--- src/rtl/ram_port_arbiter.sv ---
// Two-port round-robin arbiter that sequences accesses onto one single-port RAM.
// Grants are one-cycle pulses; read data is returned with a one-cycle valid pulse.
module ram_port_arbiter #(
    parameter int DW = 8,
    parameter int AW = 6
) (
    input  logic          clk,
    input  logic          rst,
    input  logic          req0,
    input  logic          we0,
    input  logic [AW-1:0] addr0,
    input  logic [DW-1:0] wdata0,
    output logic          gnt0,
    output logic          rvalid0,
    output logic [DW-1:0] rdata0,
    input  logic          req1,
    input  logic          we1,
    input  logic [AW-1:0] addr1,
    input  logic [DW-1:0] wdata1,
    output logic          gnt1,
    output logic          rvalid1,
    output logic [DW-1:0] rdata1,
    output logic [AW-1:0] ram_addr,
    output logic [DW-1:0] ram_din,
    output logic          ram_we,
    input  logic [DW-1:0] ram_dout
);

    typedef enum logic {IDLE, ISSUE} state_t;

    state_t        state_q;
    logic          last_q;
    logic          gnt0_q, gnt1_q;
    logic          rvalid0_q, rvalid1_q;
    logic          ram_we_q;
    logic [AW-1:0] ram_addr_q;
    logic [DW-1:0] ram_din_q;

    // Port 1 wins when it is the only requester, or when both request and port 0 went last.
    logic          win1_d;
    logic          we_d;
    logic [AW-1:0] addr_d;
    logic [DW-1:0] din_d;

    assign win1_d = req1 & (~req0 | ~last_q);
    assign we_d   = win1_d ? we1    : we0;
    assign addr_d = win1_d ? addr1  : addr0;
    assign din_d  = win1_d ? wdata1 : wdata0;

    always_ff @(posedge clk) begin
        if (rst) begin
            state_q    <= IDLE;
            last_q     <= 1'b1;
            gnt0_q     <= 1'b0;
            gnt1_q     <= 1'b0;
            rvalid0_q  <= 1'b0;
            rvalid1_q  <= 1'b0;
            ram_we_q   <= 1'b0;
            ram_addr_q <= '0;
            ram_din_q  <= '0;
        end else begin
            case (state_q)
                IDLE: begin
                    rvalid0_q <= 1'b0;
                    rvalid1_q <= 1'b0;
                    ram_we_q  <= 1'b0;
                    if (req0 | req1) begin
                        ram_addr_q <= addr_d;
                        ram_din_q  <= din_d;
                        ram_we_q   <= we_d;
                        gnt0_q     <= ~win1_d;
                        gnt1_q     <= win1_d;
                        last_q     <= win1_d;
                        state_q    <= ISSUE;
                    end
                end
                ISSUE: begin
                    // The RAM performs the access at this edge; last_q names its owner.
                    gnt0_q    <= 1'b0;
                    gnt1_q    <= 1'b0;
                    ram_we_q  <= 1'b0;
                    rvalid0_q <= ~ram_we_q & ~last_q;
                    rvalid1_q <= ~ram_we_q & last_q;
                    state_q   <= IDLE;
                end
                default: state_q <= IDLE;
            endcase
        end
    end

    assign gnt0     = gnt0_q;
    assign gnt1     = gnt1_q;
    assign rvalid0  = rvalid0_q;
    assign rvalid1  = rvalid1_q;
    assign ram_we   = ram_we_q;
    assign ram_addr = ram_addr_q;
    assign ram_din  = ram_din_q;
    assign rdata0   = ram_dout;
    assign rdata1   = ram_dout;

endmodule

--- config.mk ---
export PLATFORM = sky130hd
export DESIGN_NAME = ram_port_arbiter
export DESIGN_NICKNAME = d
export VERILOG_FILES = /design/src/rtl/ram_port_arbiter.sv
export SDC_FILE = /design/constraint.sdc
export NUM_CORES = 1
export LEC_CHECK = 0
export BUFFER_PORTS_ARGS = -buffer_cell sky130_fd_sc_hd__buf_2
export CORE_UTILIZATION = 40
export DETAILED_ROUTE_END_ITERATION = 7
export PLACE_DENSITY = 0.89
export REMOVE_ABC_BUFFERS = 1
export SETUP_SLACK_MARGIN = 0.05
export SLEW_MARGIN = 20
export SYNTH_ARGS = -nofsm -noshare
export SYNTH_HDL_FRONTEND = slang
export SYNTH_SLANG_ARGS = --single-unit
export TNS_END_PERCENT = 10
--- constraint.sdc ---
create_clock -name clk -period 1.4 [get_ports clk]
set_input_delay 0.28 -clock clk [delete_from_list [all_inputs] [get_ports clk]]
set_output_delay 0.28 -clock clk [all_outputs]
set_load 0.05 [all_outputs]
==> results.py <==
metrics = {
    "outcome": {
        "outcome": "finished clean",
    },
    "logic_synthesis": {
        "syn_avg_cell_area_um2": 9.36,
        "synth_area_leaders": "dfxtp_1 (38%), a311oi_2 (16%), buf_4 (12%)",
        "synth_cell_types": 21,
        "synth_area_leader_cell": "dfxtp_1",
        "dominantRegCellSynth": "dfxtp_1",
        "yosys_register_bits": 21,
        "synthArstFlopShare_pct": 0,
        "synth_top_area_share_pct": 38.1,
        "syn_area_um2": 1100,
        "synth_edf_count": 0,
        "ys_warn_count": 0,
        "syn_inst": 118,
        "yosysSeqAreaShare_pct": 38.1,
        "yosysMostFrequentCell": "nand2_1",
        "synthTopCellsByCount": "nand2_1 (30), dfxtp_1 (21), buf_4 (18)",
    },
    "clock_network": {
        "holdBufCountCts": 0,
        "htree_num_levels": 1,
        "cts.sinks": 21,
        "cts_buffers": 3,
        "cts_tree": "yes",
        "cts_root_buffer": "clkbuf_4",
        "cts.clk_slew.worst_paths_ns": 0.12,
        "clkLatencyLatePin_ns": 0.30,
        "cts_buffer_depth": 2,
    },
    "place": {
        "place_hpwl_mm": 1.80,
        "pre_cts_slack_ns": 0.0515,
        "port_buffers": 52,
        "placed_cell_area_um2": 1270,
        "gp_congestion": 0.629,
    },
    "floorplanning": {
        "ios": 77,
        "die_x_um": 54.6,
        "initial_core_util_pct": 43.4,
        "die_area_um2": 2980,
        "rows": 18,
        "fp.dieH_um": 54.6,
        "core_area_um2": 2540,
    },
    "global_routing": {
        "grt_usage_pct": 15.7,
        "antenna_found_initial": 0,
        "first_global_vias": 765,
        "grt_max_degree": 17,
        "grt_pass1_wl_mm": 3.31,
        "grt-ovfl-total": 0,
    },
    "sta": {
        "rsz0062_at_grt": "no",
        "relSlewSlack_pct": 80.8,
        "hold_viol": 0,
        "finalSetupViolCount": 0,
        "period_needed_ns": 1.25,
        "tightest_slew_ns": 0.288,
        "fin_tns_setup_ns": 0,
        "fin_ws_ns": 0.145,
        "slew_violations": 0,
        "post-route-period-util_pct": 89.6,
        "clock_skew_ns": 0.00931,
        "fmax_ghz": 0.797,
    },
    "worst_setup_path": {
        "cp.arrival_ns": 1.47,
        "max_stage_delay_ns": 0.34,
        "cp-end-kind": "flop",
        "critPathRequiredTime_ns": 1.62,
        "r2r_slack_ns": 0.15,
        "crit_type": "reg2reg",
        "path_cells": "o21ba_2 -> buf_4 -> nor2_1 -> a311oi_1",
        "reg2reg_depth": 4,
        "crit_fanout": 8,
        "critPathLaunchType": "flop",
        "crit_slowest_cell": "o21ba_2",
    },
    "drt": {
        "wl_per_cell_um": 13.4,
        "drt-initial-drc-count": 7,
        "firstDrtPassIters": 4,
        "ant_nets": 0,
        "wl_mm": 2.49,
        "vias": 954,
        "vias_per_cell": 5.13,
        "drcViolationCount": 0,
    },
    "final_layout": {
        "syn2layout_area_growth_pct": 18.9,
        "final_net_count": 199,
        "fillers": 240,
        "drive_gt1_share_pct": 49.4,
        "seq_area_um2": 420,
        "multi_input_area_um2": 505,
        "design_area_um2": 1310,
        "n_antenna_cell": 0,
    },
    "flow_run": {
        "drv_cap": 0,
    },
    "hold_path": {
        "hp-class": "in2reg",
        "hold-path-cell-count": 3,
    },
    "power_and_ir_drop": {
        "power.density_nw_per_um2": 1120,
        "ir_worst_vdd_mv": 0.694,
        "p_leak_uw": 0.000630,
    },
}
-- flip-flops by register name, summed over array words and instances (netlist names) --
signal / count
ram_din: 8
ram_addr: 6
gnt0: 1
gnt1: 1
last_q: 1
ram_we: 1
rvalid0: 1
rvalid1: 1
state_q: 1
-- worst max-delay path: cells and delay by family (launching register included) --
kind	cells	cell delay [ns]
AND/OR/NAND/NOR	1	0.05
AO/OA/AOI/OAI	2	0.59
buffers and inverters	1	0.20
flip-flops	1	0.33
-- routing by layer --
metal	track usage [%]	part of all wire, %
met3	9.72	9.1
met4	6.41	0
met1	17.8	45
met5	0	0
met2	23.6	46
-- stage by stage --
step                      power [uW]  instances  hold slack, ns  utilization, %
after floorplan                 1020         95           0.348               -
after global placement          1170        181           0.437            49.8
after global routing            1550        186           0.198            51.6
final                           1470        186           0.226            51.6
after detailed placement        1180        181           0.442            49.8
after CTS                       1460        185           0.218            50.8
-- cells by family (layout without fill, tap and decap cells) --
kind of cell	count (synthesis)	count (layout)	share of synthesized area, %
compound gates	22	22	25.6
buf+inv	23	61	16.2
flops	21	21	38.1
simple gates	52	52	20.2
-- power breakdown --
group / internal [uW] / switching, uW / total, uW
Clock: 106 / 186 / 292
Sequential: 651 / 29.4 / 681
Combinational: 169 / 323 / 492
Total: 927 / 538 / 1470
-- layout make-up --
class                   count  area share, %
multi-input cells          74           38.5
clock buffers               3           1.71
repair buffers             57           24.6
flip-flops and latches     21           32.0
clock inverters             1          0.381
well taps                  30           2.86
-- cells in the final DEF, fill, tap and decap left out --
cell type | Yosys | layout
and2b_1 | 2 | 2
buf_2 | 2 | 52
o21ba_2 | 1 | 1
buf_4 | 18 | 3
nand2_1 | 30 | 30
clkinv_2 | 0 | 1
buf_12 | 0 | 2
clkbuf_4 | 0 | 3
nor4bb_1 | 1 | 1
a21oi_1 | 1 | 1
a21boi_2 | 1 | 1
nor4b_1 | 1 | 1
nor2_1 | 15 | 15
a21boi_4 | 1 | 1
a21bo_4 | 1 | 1
o21bai_1 | 1 | 1
a311oi_1 | 2 | 2
nor3_1 | 1 | 1
or2b_1 | 2 | 2
a311oi_2 | 12 | 12
dfxtp_1 | 21 | 21
a211o_1 | 1 | 1
a211oi_1 | 1 | 1
-- path summary, 6_finish.rpt --
path | to | start
setup / recovery | ram_din[4]$_SDFFE_PP0P_ | state_q$_SDFF_PP0_
hold / removal | ram_we$_SDFF_PP0_ | we1
setup reg to reg | ram_din[4]$_SDFFE_PP0P_ | state_q$_SDFF_PP0_
hold reg to reg | rvalid0$_SDFF_PP0_ | ram_we$_SDFF_PP0_
-- timing repair --
| item | in CTS | in global routing |
|---|---|---|
| setup buffers | 0 | 1 |
| gates resized for setup | 0 | 0 |
| setup endpoints to repair | 0 | 9 |
(Power assumes the default switching activity.)
